`config.mk`:
```
export PLATFORM = sky130hd
export DESIGN_NAME = decryption_dispatcher
export DESIGN_NICKNAME = d
export VERILOG_FILES = /design/src/rtl/decryption_pkg.sv /design/src/rtl/decryption_out_mux.sv /design/src/rtl/decryption_dispatcher.sv
export SDC_FILE = /design/constraint.sdc
export NUM_CORES = 1
export LEC_CHECK = 0
export ABC_CLOCK_PERIOD_IN_PS = 2100
export BUFFER_PORTS_ARGS = -buffer_cell sky130_fd_sc_hd__buf_2
export CORE_MARGIN = 2
export CORE_UTILIZATION = 30
export CTS_CLUSTER_DIAMETER = 80
export DETAILED_ROUTE_END_ITERATION = 7
export SLEW_MARGIN = 5
export SYNTH_ARGS = -nofsm -noshare
export SYNTH_HDL_FRONTEND = slang
export SYNTH_HIERARCHICAL = 1
export SYNTH_SLANG_ARGS = --single-unit
```
`constraint.sdc`:
```
create_clock -name clk -period 2.1 [get_ports clk]
set_input_delay 0.21 -clock clk [delete_from_list [all_inputs] [get_ports clk]]
set_output_delay 0.21 -clock clk [all_outputs]
set_load 0.05 [all_outputs]
```
`src/rtl/decryption_pkg.sv`:
```
// Shared definitions for the decryption subsystem: engine IDs, the default
// start-decryption token and the dispatcher state encoding.
package decryption_pkg;

    localparam logic [1:0] ENG_CAESAR  = 2'd0;
    localparam logic [1:0] ENG_SCYTALE = 2'd1;
    localparam logic [1:0] ENG_ZIGZAG  = 2'd2;
    localparam int         NUM_ENG     = 3;

    localparam logic [7:0] DEFAULT_START_TOKEN = 8'hFA;

    typedef enum logic [1:0] {
        IDLE,
        LOAD,
        WAIT_START,
        DRAIN
    } state_t;

    // Select 3 is not an engine, so it maps to an all-zero mask.
    function automatic logic [2:0] eng_onehot(input logic [1:0] sel);
        case (sel)
            ENG_CAESAR:  eng_onehot = 3'b001;
            ENG_SCYTALE: eng_onehot = 3'b010;
            ENG_ZIGZAG:  eng_onehot = 3'b100;
            default:     eng_onehot = 3'b000;
        endcase
    endfunction

endpackage

```
`src/rtl/decryption_out_mux.sv`:
```
// Registered 3:1 select of the engine output streams. Clear wins over enable;
// with enable low the registers hold.
module decryption_out_mux
    import decryption_pkg::*;
#(
    parameter int D_WIDTH = 8
) (
    input  logic                   clk,
    input  logic                   rst_n,
    input  logic                   i_en,
    input  logic                   i_clr,
    input  logic [1:0]             i_sel,
    input  logic [3*D_WIDTH-1:0]   i_data,
    input  logic [2:0]             i_valid,
    output logic [D_WIDTH-1:0]     o_data,
    output logic                   o_valid
);

    logic [D_WIDTH-1:0] w_data;
    logic               w_valid;
    logic [D_WIDTH-1:0] r_data;
    logic               r_valid;

    // NOTE: every always_comb output gets a default first, so no path can infer a latch.
    always_comb begin
        w_data  = '0;
        w_valid = 1'b0;
        for (int k = 0; k < NUM_ENG; k++) begin
            if (i_sel == 2'(k)) begin
                w_data  = i_data[k*D_WIDTH +: D_WIDTH];
                w_valid = i_valid[k];
            end
        end
    end

    // NOTE: sequential state uses non-blocking <= so all registers sample pre-edge values.
    always_ff @(posedge clk) begin
        if (!rst_n || i_clr) begin
            r_data  <= '0;
            r_valid <= 1'b0;
        end else if (i_en) begin
            r_data  <= w_data;
            r_valid <= w_valid;
        end
    end

    assign o_data  = r_data;
    assign o_valid = r_valid;

endmodule

```
`src/rtl/decryption_dispatcher.sv`:
```
// Front-end scheduler: forwards a message to the engine picked at message start,
// holds off input while that engine decrypts, then returns its output stream.
module decryption_dispatcher
    import decryption_pkg::*;
#(
    parameter int                 D_WIDTH                = 8,
    parameter int                 MAX_NOF_CHARS          = 50,
    parameter logic [D_WIDTH-1:0] START_DECRYPTION_TOKEN = D_WIDTH'(DEFAULT_START_TOKEN),
    parameter int                 START_TIMEOUT          = 16
) (
    input  logic                 clk,
    input  logic                 rst_n,
    input  logic [D_WIDTH-1:0]   data_i,
    input  logic                 valid_i,
    input  logic [1:0]           sel_i,
    output logic [D_WIDTH-1:0]   eng_data_o,
    output logic [2:0]           eng_valid_o,
    input  logic [2:0]           eng_busy_i,
    input  logic [3*D_WIDTH-1:0] eng_data_i,
    input  logic [2:0]           eng_valid_i,
    output logic                 busy_o,
    output logic [D_WIDTH-1:0]   data_o,
    output logic                 valid_o,
    output logic                 err_o
);

    localparam int               CNT_W    = $clog2(MAX_NOF_CHARS + 1);
    localparam int               TMR_W    = $clog2(START_TIMEOUT + 1);
    localparam logic [CNT_W-1:0] CNT_MAX  = CNT_W'(MAX_NOF_CHARS);
    localparam logic [TMR_W-1:0] TMR_LAST = TMR_W'(START_TIMEOUT - 1);

    state_t             r_state, w_state_next;
    logic [1:0]         r_sel_q, w_sel_next;
    logic [CNT_W-1:0]   r_cnt, w_cnt_next;
    logic [TMR_W-1:0]   r_timer, w_timer_next;
    logic               r_ovf_seen, w_ovf_next;
    logic               r_busy, w_busy_next;
    logic               r_err, w_err_next;
    logic [D_WIDTH-1:0] r_eng_data;
    logic [2:0]         r_eng_valid;
    logic               w_fwd;
    logic [2:0]         w_fwd_onehot;
    logic               w_mux_en, w_mux_clr;

    logic w_char, w_token, w_sel_busy, w_timeout;
    assign w_char     = valid_i && (data_i != '0) && (data_i != START_DECRYPTION_TOKEN);
    assign w_token    = valid_i && (data_i == START_DECRYPTION_TOKEN);
    assign w_sel_busy = |(eng_busy_i & eng_onehot(r_sel_q));
    assign w_timeout  = (r_timer == TMR_LAST);

    always_ff @(posedge clk) begin
        if (!rst_n) r_state <= IDLE;
        else        r_state <= w_state_next;
    end

    always_comb begin
        w_state_next = r_state;
        case (r_state)
            IDLE:       if (w_char && sel_i != 2'd3) w_state_next = LOAD;
            LOAD:       if (w_token)                 w_state_next = WAIT_START;
            WAIT_START: if (w_sel_busy)              w_state_next = DRAIN;
                        else if (w_timeout)          w_state_next = IDLE;
            DRAIN:      if (!w_sel_busy)             w_state_next = IDLE;
            default:                                 w_state_next = IDLE;
        endcase
    end

    always_comb begin
        w_sel_next   = r_sel_q;
        w_cnt_next   = r_cnt;
        w_timer_next = r_timer;
        w_ovf_next   = r_ovf_seen;
        w_busy_next  = r_busy;
        w_err_next   = 1'b0;
        w_fwd        = 1'b0;
        w_fwd_onehot = eng_onehot(r_sel_q);
        w_mux_en     = 1'b0;
        w_mux_clr    = 1'b0;
        case (r_state)
            IDLE: begin
                if (w_char) begin
                    w_sel_next = sel_i;
                    if (sel_i == 2'd3) begin
                        w_err_next = 1'b1;
                    end else begin
                        w_fwd        = 1'b1;
                        w_fwd_onehot = eng_onehot(sel_i);
                        w_cnt_next   = CNT_W'(1);
                        w_ovf_next   = 1'b0;
                    end
                end
            end
            LOAD: begin
                if (w_char) begin
                    if (r_cnt < CNT_MAX) begin
                        w_fwd      = 1'b1;
                        w_cnt_next = r_cnt + CNT_W'(1);
                    end else if (!r_ovf_seen) begin
                        // Overflow is reported only on the first dropped char of a message.
                        w_err_next = 1'b1;
                        w_ovf_next = 1'b1;
                    end
                end else if (w_token) begin
                    w_fwd        = 1'b1;
                    w_busy_next  = 1'b1;
                    w_timer_next = '0;
                end
            end
            WAIT_START: begin
                if (!w_sel_busy) begin
                    if (w_timeout) begin
                        w_err_next  = 1'b1;
                        w_busy_next = 1'b0;
                        w_cnt_next  = '0;
                    end else begin
                        w_timer_next = r_timer + TMR_W'(1);
                    end
                end
            end
            DRAIN: begin
                w_mux_en = 1'b1;
                if (!w_sel_busy) begin
                    w_mux_clr   = 1'b1;
                    w_busy_next = 1'b0;
                    w_cnt_next  = '0;
                end
            end
            default: ;
        endcase
    end

    always_ff @(posedge clk) begin
        if (!rst_n) begin
            r_sel_q     <= '0;
            r_cnt       <= '0;
            r_timer     <= '0;
            r_ovf_seen  <= 1'b0;
            r_busy      <= 1'b0;
            r_err       <= 1'b0;
            r_eng_data  <= '0;
            r_eng_valid <= '0;
        end else begin
            r_sel_q     <= w_sel_next;
            r_cnt       <= w_cnt_next;
            r_timer     <= w_timer_next;
            r_ovf_seen  <= w_ovf_next;
            r_busy      <= w_busy_next;
            r_err       <= w_err_next;
            r_eng_valid <= w_fwd ? w_fwd_onehot : 3'b000;
            if (w_fwd) r_eng_data <= data_i;
        end
    end

    decryption_out_mux #(.D_WIDTH(D_WIDTH)) u_out_mux (
        .clk     (clk),
        .rst_n   (rst_n),
        .i_en    (w_mux_en),
        .i_clr   (w_mux_clr),
        .i_sel   (r_sel_q),
        .i_data  (eng_data_i),
        .i_valid (eng_valid_i),
        .o_data  (data_o),
        .o_valid (valid_o)
    );

    assign eng_data_o  = r_eng_data;
    assign eng_valid_o = r_eng_valid;
    assign busy_o      = r_busy;
    assign err_o       = r_err;

endmodule
```
==> key figures <==
Synth
  – Synth cell count leaders: dfxtp_1 (38), nand2_1 (34), mux2i_1 (23)
  – Yosys reg bits: 38
  – Library cells used by synthesis: 48
  – Syn avg cell area: 8.48 µm²
  – Synth Area in Compound Gates: 0.225
  – Syn Nets: 287
  – Most frequent cell after synthesis: dfxtp_1
  – Async S/R FF share, synth: 0
  – Ys Warns: 6
  – Sequential share of the synthesized area: 0.372
  – Synth Area in Adders: 0.0184
  – Largest cells by area after synthesis: dfxtp_1 (37%), mux2i_1 (11%), nand2_1 (6.2%)
  – Cell taking the most area after synthesis: dfxtp_1
  – Share of the synthesized area in the top cell type: 0.372
  – Largest family of logic cells by synthesized area: simple AND/OR/NAND/NOR gates
  – Cell Area, Synth: 0.00204 mm²
  – Gate Count Post-Synth: 241
  – Post-synth EDFFs: 0
  – Post-synthesis mux area share: 0.118
  – Top_reg_cell synth: dfxtp_1
  – Synth Area in Simple Gates: 0.228
  – Synth Area in XOR/XNOR: 0

Run
  – Maxcap violations: 0

Timing
  – Final period utilization: 0.963
  – RSZ-0062 raised after global routing: yes
  – Maximum clock rate: 0.495 GHz
  – Final WS setup: 78.0 ps
  – Final setup fails: 0
  – Hold_ws: 169 ps
  – Clock Skew: 7.10 ps
  – Hold Fails Final Rpt: 0
  – Max_slew headroom: 0.570
  – Slew Limit Fails: 0
  – Worst slew pin tran: 644 ps
  – Tmin final: 2020 ps

GRT
  – Initial antenna violation count: 0
  – GRT Overall Usage: 0.147
  – Pin count of the biggest net entering global routing: 26
  – First-pass GRT wire length: 8890 µm
  – Total gr overflow: 0
  – Vias in the first global route: 1938

Power
  – Pwr/cell area: 666 mW/mm²
  – Comb pwr share: 0.270
  – Leak: 1.16 nW
  – Part of the power in registers: 0.438
  – Sw frac: 0.329
  – Clock power share: 0.293
  – Sw power: 594 µW
  – P_int: 1.21 mW
  – Max IR drop VDD: 0.382 mV

Setup path
  – CP Launch Type: flip-flop
  – Slowest CP cell: or4_1
  – FF-to-FF Start: r_timer[1]
  – Number of cells on the critical path: 8
  – FF-to-FF path depth: 8
  – Type of destination of the critical path: flip-flop
  – Largest stage delay, worst path: 550 ps
  – Most frequent CP cell: ha_4
  – Critical path class: reg -> reg
  – Crit path cell chain: ha_4, and3_4, ha_4, nor3b_2, a221oi_2, o21ai_2, or4_1, a21oi_2
  – Crit-path max FO: 5
  – Worst Path Buf+Inv: 0
  – Crit path launch: r_timer[1]
  – Worst Path Arrival: 2250 ps
  – WP data required: 2330 ps
  – Critical R2R Capture: r_cnt[4]
  – Crit path max-delay family: simple AND/OR/NAND/NOR gates
  – Worst R2R Setup Slack: 80 ps
  – CP endpoint: r_cnt[4]

Cells and area
  – Area delta synth->final: 32.8%
  – Sequential cell area: 766 µm²
  – Layout cells sized above 1: 0.333
  – Diodes inserted: 0
  – # fillers: 676
  – Area of the multi-input gates: 0.00126 mm²
  – Total Nets Final: 369

Drt
  – Routed WL per cell: 13.1 µm
  – Post-DRT Antenna Nets: 0
  – Initial DRC Count: 109
  – Via count: 2054
  – DRC viols: 0
  – DR pass1 iterations: 4
  – Highest Signal Layer: met4
  – DRT Wirelength: 5280 µm
  – Vias/cell: 5.08
  – Met3 WL: 256 µm
  – Met2 wire length: 2420 µm
  – Met1 WL: 2490 µm

Clock network
  – H-Tree Depth: 2
  – Bufs on Longest Clock Path: 2
  – Cts-stage hold buffer count: 0
  – TritonCTS clock tree: done
  – Root Driver: clkbuf_8
  – Sink Count: 38
  – Worst skew pair latency: 290 ps
  – Cts bufs inserted: 5
  – Clk slew on worst S/H paths: 80 ps

Hold path
  – Hold Path Depth: 3
  – Hold crit path type: in -> reg

Die
  – Io pins: 65
  – Initial Util: 0.306
  – Row count: 30
  – Die height: 86.6 µm
  – Die area: 0.00749 mm²
  – Core area: 0.00668 mm²
  – Die Wd: 86.6 µm

Placed design
  – Routability cong.: 0.820
  – Final HPWL DP: 3830 µm
  – # port buffers: 64
  – Place WS: -98.5 ps

Status
  – Outcome: complete, no violations
-- power groups by stage --
stage / Combinational (mW) / Sequential, mW / Clock, mW
finish: 0.488 / 0.791 / 0.529
global route: 0.536 / 0.797 / 0.582
CTS: 0.481 / 0.790 / 0.551
detailed placement: 0.470 / 0.806 / 0
global placement: 0.467 / 0.808 / 0
floorplan: 0.224 / 0.899 / 0
-- per-layer routing --
metal  vias to the layer above  GRT usage
met4                         0     0.0696
li1                       1054          -
met1                       941      0.197
met2                        50      0.225
met3                         9     0.0333
met5                         -          0
-- placed cells by master (no fill, tap or decap), drive strengths merged, types with 2 or more instances in the layout --
cell type   n
a21boi      2
a21oi      12
a31oi      10
and2        2
and3        3
buf        84
clkbuf      7
clkinv      2
dfxtp      38
ha          3
inv         7
mux2i      23
nand2      34
nand3       8
nor2       16
nor2b       3
nor3b       2
o2111a      2
o21a        3
o21ai      20
o22ai       2
o311a       2
o31ai       7
or2         9
or4         6
-- sequential cells by signal, summed over array words and instances, names as in the netlist --
signal,count
r_cnt,6
r_sel_q,2
r_state,2
r_timer,5
u_out_mux/o_valid,1
err_o,1
eng_valid_o,3
busy_o,1
eng_data_o,8
u_out_mux/o_data,8
r_ovf_seen,1
-- area by class of cell --
type / count / share of cell area
Clock buffer: 7 / 0.0318
Clock inverter: 1 / 0.00184
Inverter: 8 / 0.0111
Multi-Input combinational cell: 186 / 0.463
Sequential cell: 38 / 0.282
Tap cell: 80 / 0.0369
Timing Repair Buffer: 84 / 0.173
-- what timing repair did --
item | 4_1_cts | 5_1_grt
cloned | 1 | 0
resized for setup | 2 | 11
pin swaps | 0 | 6
endpoints found under the hold margin | 0 | 0
setup buffers | 1 | 3
endpoints found under the setup margin | 6 | 11
-- worst reg2reg max path, delay by kind of cell, from the launching register on --
kind / cells / cell delay [ps]
simple gates: 3 / 800
fa+ha+maj: 2 / 270
compound gates: 3 / 500
flops: 1 / 370
-- cells by family (layout without fill, tap and decap cells) --
kind of cell / after synthesis / after routing
AO/OA/AOI/OAI: 67 / 68
adder cells (fa/ha/maj): 3 / 3
buffers and inverters: 18 / 100
multiplexers: 24 / 24
flip-flops: 38 / 38
AND/OR/NAND/NOR: 91 / 91
-- through the flow --
step	cells	power (mW)	area [µm²]	setup TNS, ps	utilization
4_1_cts	401	1.82	2640	0	0.395
2_1_floorplan	241	1.12	2040	0	-
5_1_grt	404	1.92	2720	-76.1	0.406
3_5_place_dp	391	1.28	2540	-479	0.380
6_report	404	1.81	2720	0	0.406
3_3_place_gp	391	1.27	2540	0	0.380
-- worst min path at each step --
stage	start	slack, ps	endpoint
3_3_place_gp	eng_data_o[5]	440	eng_data_o[5]
3_5_place_dp	eng_data_o[4]	440	eng_data_o[4]
6_report	eng_valid_i[2]	170	u_out_mux/o_valid
2_1_floorplan	data_i[0]	350	eng_data_o[0]
5_1_grt	eng_data_i[22]	170	u_out_mux/o_data[6]
4_1_cts	eng_valid_i[2]	160	u_out_mux/o_valid
(Power assumes the default switching activity.)
